`config.mk`:
```
export PLATFORM = sky130hd
export DESIGN_NAME = pump_driver
export DESIGN_NICKNAME = d
export VERILOG_FILES = /design/src/rtl/pump_pkg.sv /design/src/rtl/pump_timer.sv /design/src/rtl/pump_driver.sv
export SDC_FILE = /design/constraint.sdc
export NUM_CORES = 1
export LEC_CHECK = 0
export CELL_PAD_IN_SITES_DETAIL_PLACEMENT = 1
export CELL_PAD_IN_SITES_GLOBAL_PLACEMENT = 1
export CORE_ASPECT_RATIO = 1.25
export CORE_MARGIN = 2
export CORE_UTILIZATION = 45
export CTS_CLUSTER_DIAMETER = 50
export DETAILED_ROUTE_END_ITERATION = 6
export PLACE_DENSITY_LB_ADDON = 0.1
export RECOVER_POWER = 25
export SLEW_MARGIN = 20
export SYNTH_ARGS = -nofsm -noshare
export SYNTH_HDL_FRONTEND = slang
export SYNTH_HIERARCHICAL = 1
export SYNTH_SLANG_ARGS = --single-unit
```
`constraint.sdc`:
```
create_clock -name clk -period 5.1 [get_ports clk]
set_clock_uncertainty 0.1 [all_clocks]
set_input_delay 0.765 -clock clk [delete_from_list [all_inputs] [get_ports clk]]
set_output_delay 0.765 -clock clk [all_outputs]
set_load 0.05 [all_outputs]
```
`src/rtl/pump_pkg.sv`:
```
// Shared definitions for the pump alternation loop (driver and controller).
//   pump_state_e : driver FSM encoding (ST_IDLE / ST_RUN / ST_COOL)
//   PUMP_1/PUMP_2: pump select values carried on use_pump and sel
package pump_pkg;

   typedef enum logic [1:0] {
      ST_IDLE = 2'd0,
      ST_RUN  = 2'd1,
      ST_COOL = 2'd2
   } pump_state_e;

   localparam logic PUMP_1 = 1'b0;
   localparam logic PUMP_2 = 1'b1;

endpackage

```
`src/rtl/pump_timer.sv`:
```
// Clearable saturating up-counter with terminal compare.
//   clk_i  : clock
//   rst_ni : asynchronous active-low reset
//   clr_i  : synchronous clear to zero (has priority over counting)
//   lim_i  : saturation / terminal value
//   term_o : count equals lim_i
module pump_timer #(
   parameter int unsigned CNT_W = 8
) (
   input  logic             clk_i,
   input  logic             rst_ni,
   input  logic             clr_i,
   input  logic [CNT_W-1:0] lim_i,
   output logic             term_o
);

   logic [CNT_W-1:0] cnt_q, cnt_d;

   always_comb begin
      cnt_d = cnt_q;
      if (clr_i) begin
         cnt_d = '0;
      end else if (cnt_q != lim_i) begin
         cnt_d = cnt_q + 1'b1;
      end
   end

   always_ff @(posedge clk_i or negedge rst_ni) begin
      if (!rst_ni) begin
         cnt_q <= '0;
      end else begin
         cnt_q <= cnt_d;
      end
   end

   assign term_o = (cnt_q == lim_i);

endmodule

```
`src/rtl/pump_driver.sv`:
```
// Actuator-side pump driver: starts the pump chosen by the controller on demand,
// enforces a minimum run time and a post-stop cool-down, and reports the last
// started pump on B1/B2 so the controller can alternate.
//   clk      : clock, rising edge
//   reset    : asynchronous active-low reset
//   demand   : level request for pumping
//   use_pump : controller selection (PUMP_1 / PUMP_2), sampled on start only
//   pump1_en, pump2_en : registered pump enables, never both high
//   B1, B2   : registered one-hot "last started pump" level
//   busy     : FSM not in ST_IDLE
// Optional build macro PUMP_FAULT_EN adds pump1_fault/pump2_fault inputs and a
// registered fault output (failover on start, forced stop on running-pump fault).
module pump_driver
   import pump_pkg::*;
#(
   parameter int unsigned MIN_ON   = 4,
   parameter int unsigned COOLDOWN = 3,
   parameter int unsigned CNT_W    = 8
) (
   input  logic clk,
   input  logic reset,
   input  logic demand,
   input  logic use_pump,
`ifdef PUMP_FAULT_EN
   input  logic pump1_fault,
   input  logic pump2_fault,
   output logic fault,
`endif
   output logic pump1_en,
   output logic pump2_en,
   output logic B1,
   output logic B2,
   output logic busy
);

   localparam logic [CNT_W-1:0] RunLim  = CNT_W'(MIN_ON - 1);
   // COOL is never entered when COOLDOWN is 0, so the limit value is then don't-care
   localparam logic [CNT_W-1:0] CoolLim = (COOLDOWN > 0) ? CNT_W'(COOLDOWN - 1) : '0;
   localparam pump_state_e      StopTo  = (COOLDOWN > 0) ? ST_COOL : ST_IDLE;

   pump_state_e state_q, state_d;
   logic        sel_q, sel_d;
   logic        p1_q, p1_d, p2_q, p2_d;
   logic        b1_q, b1_d, b2_q, b2_d;
   logic        f1, f2;
   logic        req_bad, alt_bad, run_bad, pick;
   logic        tmr_clr, tmr_term;
   logic [CNT_W-1:0] tmr_lim;

`ifdef PUMP_FAULT_EN
   logic fault_q, fault_d;
   assign f1    = pump1_fault;
   assign f2    = pump2_fault;
   assign fault = fault_q;
`else
   assign f1 = 1'b0;
   assign f2 = 1'b0;
`endif

   assign req_bad = (use_pump == PUMP_2) ? f2 : f1;
   assign alt_bad = (use_pump == PUMP_2) ? f1 : f2;
   assign run_bad = (sel_q == PUMP_2) ? f2 : f1;
   // Fall back to the other pump only when the requested one is faulted
   assign pick    = req_bad ? ~use_pump : use_pump;

   always_comb begin
      state_d = state_q;
      sel_d   = sel_q;
      p1_d    = p1_q;
      p2_d    = p2_q;
      b1_d    = b1_q;
      b2_d    = b2_q;
      tmr_lim = RunLim;
`ifdef PUMP_FAULT_EN
      fault_d = fault_q;
`endif
      unique case (state_q)
         ST_IDLE: begin
            if (demand) begin
               if (!(req_bad && alt_bad)) begin
                  state_d = ST_RUN;
                  sel_d   = pick;
                  p1_d    = (pick == PUMP_1);
                  p2_d    = (pick == PUMP_2);
                  b1_d    = (pick == PUMP_1);
                  b2_d    = (pick == PUMP_2);
`ifdef PUMP_FAULT_EN
                  fault_d = 1'b0;
`endif
               end else begin
`ifdef PUMP_FAULT_EN
                  fault_d = 1'b1;
`endif
               end
            end
         end
         ST_RUN: begin
            tmr_lim = RunLim;
            if ((tmr_term && !demand) || run_bad) begin
               state_d = StopTo;
               p1_d    = 1'b0;
               p2_d    = 1'b0;
`ifdef PUMP_FAULT_EN
               if (run_bad) fault_d = 1'b1;
`endif
            end
         end
         ST_COOL: begin
            tmr_lim = CoolLim;
            if (tmr_term) state_d = ST_IDLE;
         end
         default: begin
            state_d = ST_IDLE;
            p1_d    = 1'b0;
            p2_d    = 1'b0;
         end
      endcase
   end

   // Timer restarts from zero on every state entry and idles at zero
   assign tmr_clr = (state_q == ST_IDLE) || (state_d != state_q);

   pump_timer #(
      .CNT_W (CNT_W)
   ) u_timer (
      .clk_i  (clk),
      .rst_ni (reset),
      .clr_i  (tmr_clr),
      .lim_i  (tmr_lim),
      .term_o (tmr_term)
   );

   always_ff @(posedge clk or negedge reset) begin
      if (!reset) begin
         state_q <= ST_IDLE;
         sel_q   <= PUMP_1;
         p1_q    <= 1'b0;
         p2_q    <= 1'b0;
         b1_q    <= 1'b0;
         b2_q    <= 1'b0;
      end else begin
         state_q <= state_d;
         sel_q   <= sel_d;
         p1_q    <= p1_d;
         p2_q    <= p2_d;
         b1_q    <= b1_d;
         b2_q    <= b2_d;
      end
   end

`ifdef PUMP_FAULT_EN
   always_ff @(posedge clk or negedge reset) begin
      if (!reset) begin
         fault_q <= 1'b0;
      end else begin
         fault_q <= fault_d;
      end
   end
`endif

   assign pump1_en = p1_q;
   assign pump2_en = p2_q;
   assign B1       = b1_q;
   assign B2       = b2_q;
   assign busy     = (state_q != ST_IDLE);

endmodule
```
==> results of run 1 <==
-- routing by layer --
metal | track usage (%) | vias up | part of all wire (%) | wire length [µm]
met2 | 37.56 | 8 | 53 | 947
met5 | 0 | - | 0 | 0
li1 | - | 333 | - | -
met1 | 21.87 | 328 | 43 | 777
met3 | 3.072 | 4 | 2.0 | 36
met4 | 10.61 | 0 | 1.9 | 34
-- logic make-up after synthesis --
group | Yosys count | synth area share, %
and+or+nand+nor | 37 | 25.43
AOI/OAI and AO/OA | 17 | 12.72
DFF | 14 | 40.46
xor gates and xnor gates | 8 | 8.093
muxes | 6 | 7.803
buffers and inverters | 5 | 3.178
other | 2 | 0.8674
adders and majority gates | 1 | 1.445
-- final cells by class --
class	instances	area, µm²
fill	218	782.0
multi-input combinational	76	506.7
sequential	14	350.3
timing repair buffer	8	80.08
clock buffer	4	36.28
tap	19	23.77
inverter	2	7.507
-- power groups by stage --
stage | Clock (mW) | Combinational, mW | Sequential [mW]
2_1_floorplan | 0 | 0.143 | 0.241
3_3_place_gp | 0 | 0.237 | 0.205
6_report | 0.0818 | 0.243 | 0.205
3_5_place_dp | 0 | 0.245 | 0.208
4_1_cts | 0.0850 | 0.247 | 0.206
5_1_grt | 0.0879 | 0.272 | 0.214
-- flip-flops by register name, summed over array words and instances (netlist names) --
name / cells
pump2_en: 1
B2: 1
pump1_en: 1
u_timer/cnt_q: 8
B1: 1
state_q: 2
-- worst paths after layout --
path | start | to | slack [ns]
max in group asynchronous | reset | u_timer/cnt_q[0] | 3.63
max | state_q[0] | u_timer/cnt_q[7] | 2.53
min | pump1_en | pump1_en | 0.39
max reg2reg | state_q[0] | u_timer/cnt_q[7] | 2.53
min in group asynchronous | reset | u_timer/cnt_q[1] | 0.85
min reg2reg | pump1_en | pump1_en | 0.39
-- per-stage QoR --
stage          utilization [%]  area, µm²
4_1_cts                  56.23       1005
3_3_place_gp             54.20      968.4
5_1_grt                  56.23       1005
3_5_place_dp             54.20      968.4
6_report                 56.23       1005
2_1_floorplan                -      884.6
-- cell usage after synthesis --
master / n
a21oi_1: 6
xnor2_1: 8
nor2_1: 8
buf_6: 1
clkbuf_1: 1
ha_1: 1
conb_1: 2
nand2_1: 3
and2_1: 1
o21ai_0: 2
a21boi_0: 1
and2b_4: 1
mux2_1: 2
o21ai_1: 1
and4_1: 1
nor2b_1: 7
nand4_1: 5
nand2b_1: 3
o2bb2ai_1: 1
or3b_4: 1
a211oi_2: 1
or2_1: 1
and4_4: 1
o22ai_1: 2
mux2_2: 4
dfrtp_1: 14
inv_1: 2
nor2_4: 1
buf_2: 1
o22a_1: 1
nand3_1: 2
a21o_1: 2
nor3_1: 2
-- worst max-delay path, stage by stage, from the launching register on --
cell	delay (ns)
dfrtp_1	0.44
nand2b_1	0.21
xnor2_1	0.19
nand4_1	0.18
nor2_1	0.30
and2b_4	0.21
o22a_1	0.42
nor2_1	0.09
mux2_1	0.31
==> results.md, run 1 <==
- Die Outline Area: 2293 µm²
- Clock tree root driver cell: clkbuf_4
- Relative slew slack: 55.35%
- DR iter-0 viols: 6
- Worst slack, placed: 2.536 ns
- Distinct cell type count of the synthesized netlist: 33
- Die extent in y: 53.04 µm
- Number of clock buffers inserted by TritonCTS: 3
- Cell internal power dissipation: 306.8 µW
- Overall power consumption: 530.2 µW
- Final Wtd Congestion: 0.7740
- Via density per instance: 5.472
- Syn-to-layout area delta: 16.04%
- Maximum capacitance violations: 0
- Number of cells on the worst hold path: 1
- Clock-pin transition on the worst setup and hold timing paths: 0.09 ns
- Min Tclk post-route: 2.568 ns
- Power density normalized to cell area: 527.7 nW/µm²
- Logic gate share of total power: 45.8%
- Sort of element at the start of the critical path: flop
- Highest clock frequency the design can meet: 389.5 MHz
- Wire length per cell: 14.59 µm
- Cell types with the largest area share after synthesis: dfrtp_1, xnor2_1, mux2_2
- Final worst setup slack: 2.532 ns
- Post-DRT Antenna Nets: 0
- Data arrival at the endpoint of the critical path: 2.64 ns
- Final Slew Violations: 0
- Most common cell after layout, fill and taps aside: dfrtp_1
- Tcrit/Tclk final: 50.35%
- Post-synthesis register bit count: 14
- All-layer global routing usage: 20.30%
- Detailed Place HPWL: 1391 µm
- Clock Path Buffers: 2
- Hold Vio Cnt, Final: 0
- Post-route DRC: 0
- Number of iterations in the first detailed-routing pass: 3
- Library cell with the largest summed area after synthesis: dfrtp_1
- Portion of synthesized cell area occupied by the leading cell type: 40.46%
- Number of gates resized after cts: 0
- Worst hold slack across all endpoints: 0.3898 ns
- Number of buffers inserted for hold repair after clock tree synthesis: 0
- Share of final-layout standard cells stronger than drive strength 1: 12.50%
- Core area: 1787 µm²
- Cell Count, Final, Fillers Out: 123
- Number of antenna cells inserted: 0
- Die width: 43.24 µm
- Seq/Total Area, Yosys: 40.46%
- Syn Area/Cell: 9.620 µm²
- Clock tree sinks: 14
- Fraction of power consumed by sequential logic: 38.7%
- Clock latency on the worst-skew pair: 0.28 ns
- Req. time, crit path: 5.17 ns
- Setup-violating endpoint count in the final report: 0
- Critical path class: flop to flop
- Max IR drop VDD: 0.2597 mV
- Netlist area before placement: 865.8 µm²
- TNS Setup: 0 ns
- Number of placed cells counting well taps: 119
- Wire length of the first global-routing pass: 3339 µm
- Sw Pwr: 223.4 µW
- Worst reg-to-reg path cell count: 8
- Number of synthesis warnings: 6
- TritonCTS clock tree: yes
- DRT Wirelength: 1795 µm
- Net switching fraction of the power: 42.14%
- Post CTS Setup Buffer Count: 0
- Clk pwr share: 15.4%
- Syn Inst Count: 90
- Remaining global-route overflow: 0
- Number of nets in the final layout: 110
- Effective utilization at floorplan: 48.46%
- Leak Pwr: 0.4224 nW
- Hold Path Class: flop to flop
- Worst Max-Slew Pin Slew: 0.6676 ns
- Boundary Pins: 9
- H-tree levels: 1
- Unrepaired setup endpoints after global routing: false
- Pin count of the biggest net entering global routing: 15
- Rows: 17
- Quantity of I/O buffers inserted on ports: 8
- Max FO, Critical Path: 14
- Status: finished, final reports clean
- Initial antenna violation count: 0
- Critical Path Sink Type: flop
- Commonest cells after routing, fill and taps aside: dfrtp_1, nor2_1, xnor2_1
- Vias in the first global route: 750
- DR vias: 673
No activity file was read; power rests on OpenSTA's default activity.
==> run 2: changes to the inputs <==
CORE_UTILIZATION = 42   (was 45)
clock period = 2.6 ns   (was 5.1 ns; I/O delays follow)
==> run 2 against run 1 <==
Effect of this change: setup slack got worse by 2.3 ns; core utilization decreased by 4.4 points; die area increased by 6.5%; first-iteration DRC count increased by 17%; hold slack got worse by 0.0072 ns; critical path type unchanged; highest routed layer unchanged.
==> results.md, run 2 (synthesized netlist as in run 1, its figures left out) <==
- Largest registers: u_timer/cnt_q: 8 flops, state_q: 2 flops
- DR iter-0 viols: 7
- Clock tree sinks: 14
- Power density normalized to cell area: 1028 nW/µm²
- Boundary Pins: 9
- Syn-to-layout area delta: 17.20%
- Post-route DRC: 0
- Quantity of I/O buffers inserted on ports: 8
- Maximum capacitance violations: 0
- Biggest register: u_timer/cnt_q
- GRT met2 Usage: 33.82%
- Highest clock frequency the design can meet: 418.7 MHz
- TritonCTS clock tree: yes
- Net switching fraction of the power: 42.21%
- Number of placed cells counting well taps: 121
- Sw Pwr: 440.4 µW
- Number of buffers inserted for hold repair after clock tree synthesis: 0
- Register-to-register setup slack: 0.21 ns
- Vias in the first global route: 700
- Wire length of the first global-routing pass: 3180 µm
- Data arrival at the endpoint of the critical path: 2.46 ns
- Count of cell instances traversed by the critical path: 8
- Remaining global-route overflow: 0
- Hold Vio Cnt, Final: 0
- Wire length per cell: 14.46 µm
- Die extent in y: 54.77 µm
- Relative slew slack: 56.42%
- Initial antenna violation count: 0
- Post CTS Setup Buffer Count: 0
- Via density per instance: 5.288
- DRT Wirelength: 1808 µm
- Number of cells on the worst hold path: 1
- Highest-delay cell along the critical path: dfrtp_1
- Critical path class: flop to flop
- Number of iterations in the first detailed-routing pass: 4
- Leak Pwr: 0.4285 nW
- Rows: 18
- Ordered cell list for the critical path: nand2b_1 > xnor2_1 > nand4_1 > nor2_1 > and2b_4 > o22a_2 > nor2_1 > mux2_1
- Clock tree root driver cell: clkbuf_4
- Most common cell after layout, fill and taps aside: dfrtp_1
- H-tree levels: 1
- Status: finished, final reports clean
- Die Outline Area: 2443 µm²
- Overall power consumption: 1.043 mW
- Number of clock buffers inserted by TritonCTS: 3
- Fraction of power consumed by sequential logic: 38.9%
- Critical Path Sink Type: flop
- Clock latency on the worst-skew pair: 0.28 ns
- Setup-violating endpoint count in the final report: 0
- Logic gate share of total power: 45.6%
- Clock-pin transition on the worst setup and hold timing paths: 0.10 ns
- Final Wtd Congestion: 0.7849
- Cell Count, Final, Fillers Out: 125
- Effective utilization at floorplan: 44.19%
- All-layer global routing usage: 18.11%
- Core area: 1959 µm²
- Clk pwr share: 15.5%
- Max IR drop VDD: 0.5558 mV
- Worst Max-Slew Pin Slew: 0.6516 ns
- Hold Path Class: flop to flop
- Min Tclk post-route: 2.389 ns
- Share of final-layout standard cells stronger than drive strength 1: 14.29%
- TNS Setup: 0 ns
- Final Slew Violations: 0
- Commonest cells after routing, fill and taps aside: dfrtp_1, nor2_1, xnor2_1
- Detailed Place HPWL: 1406 µm
- Met3 layer usage reported by global route: 3.300%
- Launch instance of the worst register-to-register path: state_q[0]
- Longest individual stage delay on the worst path: 0.44 ns
- Family with the most delay on the worst path: simple AND/OR/NAND/NOR gates
- Worst reg-to-reg path cell count: 8
- Clock Path Buffers: 2
- Number of flip-flops under the largest register name: 8
- Number of antenna cells inserted: 0
- Max FO, Critical Path: 13
- Fillcell total: 232
- Global routing usage on met1: 20.33%
- Number of nets in the final layout: 111
- Post-DRT Antenna Nets: 0
- DR vias: 661
- Min-Delay Endpoint: pump1_en
- Tcrit/Tclk final: 91.87%
- Min-delay src: pump1_en
- Cell type with the highest occurrence count on the critical path: nor2_1
- Critical path buffer and inverter count: 0
- Cell internal power dissipation: 603.0 µW
- Die width: 44.61 µm
- Sort of element at the start of the critical path: flop
- Req. time, crit path: 2.67 ns
- Pin count of the biggest net entering global routing: 15
- Layer with the highest usage: met2
- Endpoint of the worst-slack reg-to-reg timing path: u_timer/cnt_q[5]
run 2: cell types whose count changed in the layout (fill, tap and decap cells not counted):
cell / before / now
o22a_2: 0 / 1
o22a_1: 1 / 0
buf_4: 0 / 1
run 2: power by group through the flow:
stage	logic (mW)	registers [mW]	clock network [mW]
final	0.476	0.406	0.161
after CTS	0.483	0.407	0.170
after floorplan	0.281	0.472	0
after detailed placement	0.479	0.412	0
after global placement	0.465	0.407	0
after global routing	0.531	0.420	0.179
run 2: worst max-delay path by stage:
stage               start          endpoint
6_report       state_q[0]  u_timer/cnt_q[5]
5_1_grt        state_q[0]  u_timer/cnt_q[5]
4_1_cts        state_q[0]  u_timer/cnt_q[5]
3_5_place_dp   state_q[0]  u_timer/cnt_q[5]
3_3_place_gp   state_q[0]  u_timer/cnt_q[7]
2_1_floorplan  state_q[0]  u_timer/cnt_q[5]
run 2: through the flow:
step	hold WS (ns)	area [µm²]	setup slack (ns)	util, %
after floorplan	-0.005591	884.6	0.2494	-
after global placement	0.3585	977.2	0.2349	49.87
after detailed placement	0.3650	977.2	0.1077	49.87
after CTS	0.3875	1013	0.08180	51.72
after global routing	0.3952	1015	-0.008171	51.79
final	0.3826	1015	0.2115	51.79
run 2: what timing repair did:
action / 4_1_cts / 5_1_grt
resized for setup: 0 / 1
endpoints found under the hold margin: 0 / 0
endpoints found under the setup margin: 0 / 6
run 2: layout make-up:
class	count	area, µm²	area share (%)
inverter	2	7.507	0.7398
clock buffer	4	36.28	3.576
tap	20	25.02	2.466
sequential	14	350.3	34.53
multi-input combinational	76	508.0	50.06
timing repair buffer	9	87.58	8.631
run 2: routing by layer:
layer	vias up	wire length [µm]
met4	0	15
met2	7	964
met5	-	0
met1	317	789
met3	2	38
li1	335	-
==> run 3: changes to the inputs <==
ABC_CLOCK_PERIOD_IN_PS = 2600   (was default)
==> results of run 3 <==
The final DEF is identical to that of run 2; final timing and power are the same.
==> variant: new RTL, flow settings as in run 2 <==
Re-encode `pump_state_e` (3 states) as one-hot, 3 bits wide.
--- a/src/rtl/pump_pkg.sv
+++ b/src/rtl/pump_pkg.sv
@@ -4,8 +4,8 @@
 package pump_pkg;
 
-   typedef enum logic [1:0] {
-      ST_IDLE = 2'd0,
-      ST_RUN  = 2'd1,
-      ST_COOL = 2'd2
+   typedef enum logic [2:0] {
+      ST_IDLE = 3'b001,
+      ST_RUN  = 3'b010,
+      ST_COOL = 3'b100
    } pump_state_e;
 
Behaviour: no difference found for any inputs over 10 cycles, from zero or initial values and one cycle with reset low; not proved beyond that.
==> variant against run 2 <==
Non-clock buffer count up 1; first-iteration DRC count down 86%; cell count up 19%; final area up 13%; setup slack worse by 84 ps; synthesized cell count up 16%; sequential share of layout area down 1.6 points; largest power group unchanged; synthesized area up 15%; wire length up 16%; sequential cell count up 1; highest routed layer unchanged; total power down 13%.
==> variant: results (changes against run 2) <==
- Status: completed
- Antenna violations before repair: 0 (unchanged)
- Seq/Total Area, Yosys: 37.9% (-2.6 points)
- R2r startpoint: state_q[0]$_DFF_PN1_
- Reg-to-reg slack, setup: 130 ps (-80 ps)
- Worst Path Arrival: 2550 ps (+90 ps)
- Synth cell count leaders: dfrtp_1 (14), nor2_1 (10), a21oi_1 (9)
- Layout Nets: 124 (+12%)
- H-tree Lvls: 1 (unchanged)
- Initial DRC Count: 1 (-6)
- Maximum vdd drop: 712 uV (+28%)
- Clock Path Buffers: 2 (unchanged)
- Setup bufs post-CTS: 0 (unchanged)
- Vias in the first global route: 864 (+23%)
- Initial DRT Pass Iterations: 2 (-2)
- Detail Placement HPWL: 1600 microns (+14%)
- Netlist cell types: 37 (+12%)
- GRT Resource Usage Total: 18.7% (+0.58 points)
- Share of cells above drive strength 1: 16.9% (+2.7 points)
- ANT cells: 0 (unchanged)
- GP Congestion: 0.787 (+0.23%)
- Worst-Margin Slew: 694 ps (+42.6 ps)
- Largest net degree at the start of global routing: 16 (+1)
- Area contributors post-synth: dfrtp_1 (35%), xnor2_1 (7.1%), a21oi_1 (4.5%)
- Critical-path maximum fanout: 14 (+1)
- Worst Reg2Reg Path Length in Cells: 9 (+1)
- Vias per Instance: 5.35 (+1.2%)
- Largest regs: u_timer/cnt_q: 8 flops, state_q: 3 flops
- Global-route wire length before repair: 3660 microns (+15%)
- Post-DR wirelength/cell: 14.0 microns (-2.9%)
- Leak: 0.473 nW (+10%)
- Setup CP Type: flop to flop
- IO Port Bufs: 8 (unchanged)
[variant: cell families after synthesis]
logic type,share of synthesized area [%]
AOI/OAI and AO/OA,10.8
xor gates and xnor gates,7.05
adders and majority gates,1.26
buffers and inverters,4.03
DFF,37.9
muxes,9.82
other,0.756
and+or+nand+nor,28.3
[variant: area by class of cell]
| type | count | area (sq um) |
|---|---|---|
| fill | 273 | 1070 |
| sequential | 15 | 377 |
| tap | 31 | 38.8 |
| inverter | 2 | 7.51 |
| multi-input combinational | 87 | 601 |
| clock buffer | 4 | 26.3 |
| timing repair buffer | 10 | 95.1 |
[variant: metal layers]
| layer | track usage (%) | wire length, microns |
|---|---|---|
| met1 | 21.1 | 856 |
| met3 | 3.37 | 50 |
| met5 | 0 | 0 |
| met4 | 8.73 | 44 |
| met2 | 32.4 | 1140 |
[variant: through the flow]
stage | cells | setup WS [ps] | utilization (%) | total power, W | cell area, sq um
after floorplan | 109 | 15.4 | - | 0.000639 | 1010
after global placement | 145 | 151 | 50.4 | 0.000762 | 1110
after detailed placement | 145 | 43.6 | 50.4 | 0.000772 | 1110
after CTS | 149 | 29.5 | 51.6 | 0.000919 | 1140
after global routing | 149 | 0.366 | 51.8 | 0.000968 | 1140
final | 149 | 128 | 51.8 | 0.000909 | 1140
[variant: worst min-delay path by stage]
stage	end	slack (ps)	cells after the start	startpoint
after detailed placement	B2$_DFFE_PN0P_	400	1	B2$_DFFE_PN0P_
final	B2$_DFFE_PN0P_	420	1	B2$_DFFE_PN0P_
after global routing	B2$_DFFE_PN0P_	460	1	B2$_DFFE_PN0P_
after CTS	u_timer/cnt_q[7]$_DFFE_PN0P_	430	1	reset
after floorplan	B1$_DFFE_PN0P_	-6	0	reset
after global placement	B2$_DFFE_PN0P_	400	1	B2$_DFFE_PN0P_
[variant: critical path: stages (launching register included)]
cell      delay (ps)
dfstp_2          420
or3b_4           390
xnor2_1          180
nand4_1          210
nor2_2           230
nand2b_1         120
a21oi_1          140
or2_4            220
nor2_1            70
mux2_1           290
[variant: power by group]
| group | leakage, nW | internal, W | total, W | switching [W] |
|---|---|---|---|---|
| Combinational | 0.260 | 0.000180 | 0.000434 | 0.000254 |
| Clock | 0.0150 | 0.0000598 | 0.000139 | 0.0000794 |
| Sequential | 0.199 | 0.000286 | 0.000336 | 0.0000509 |
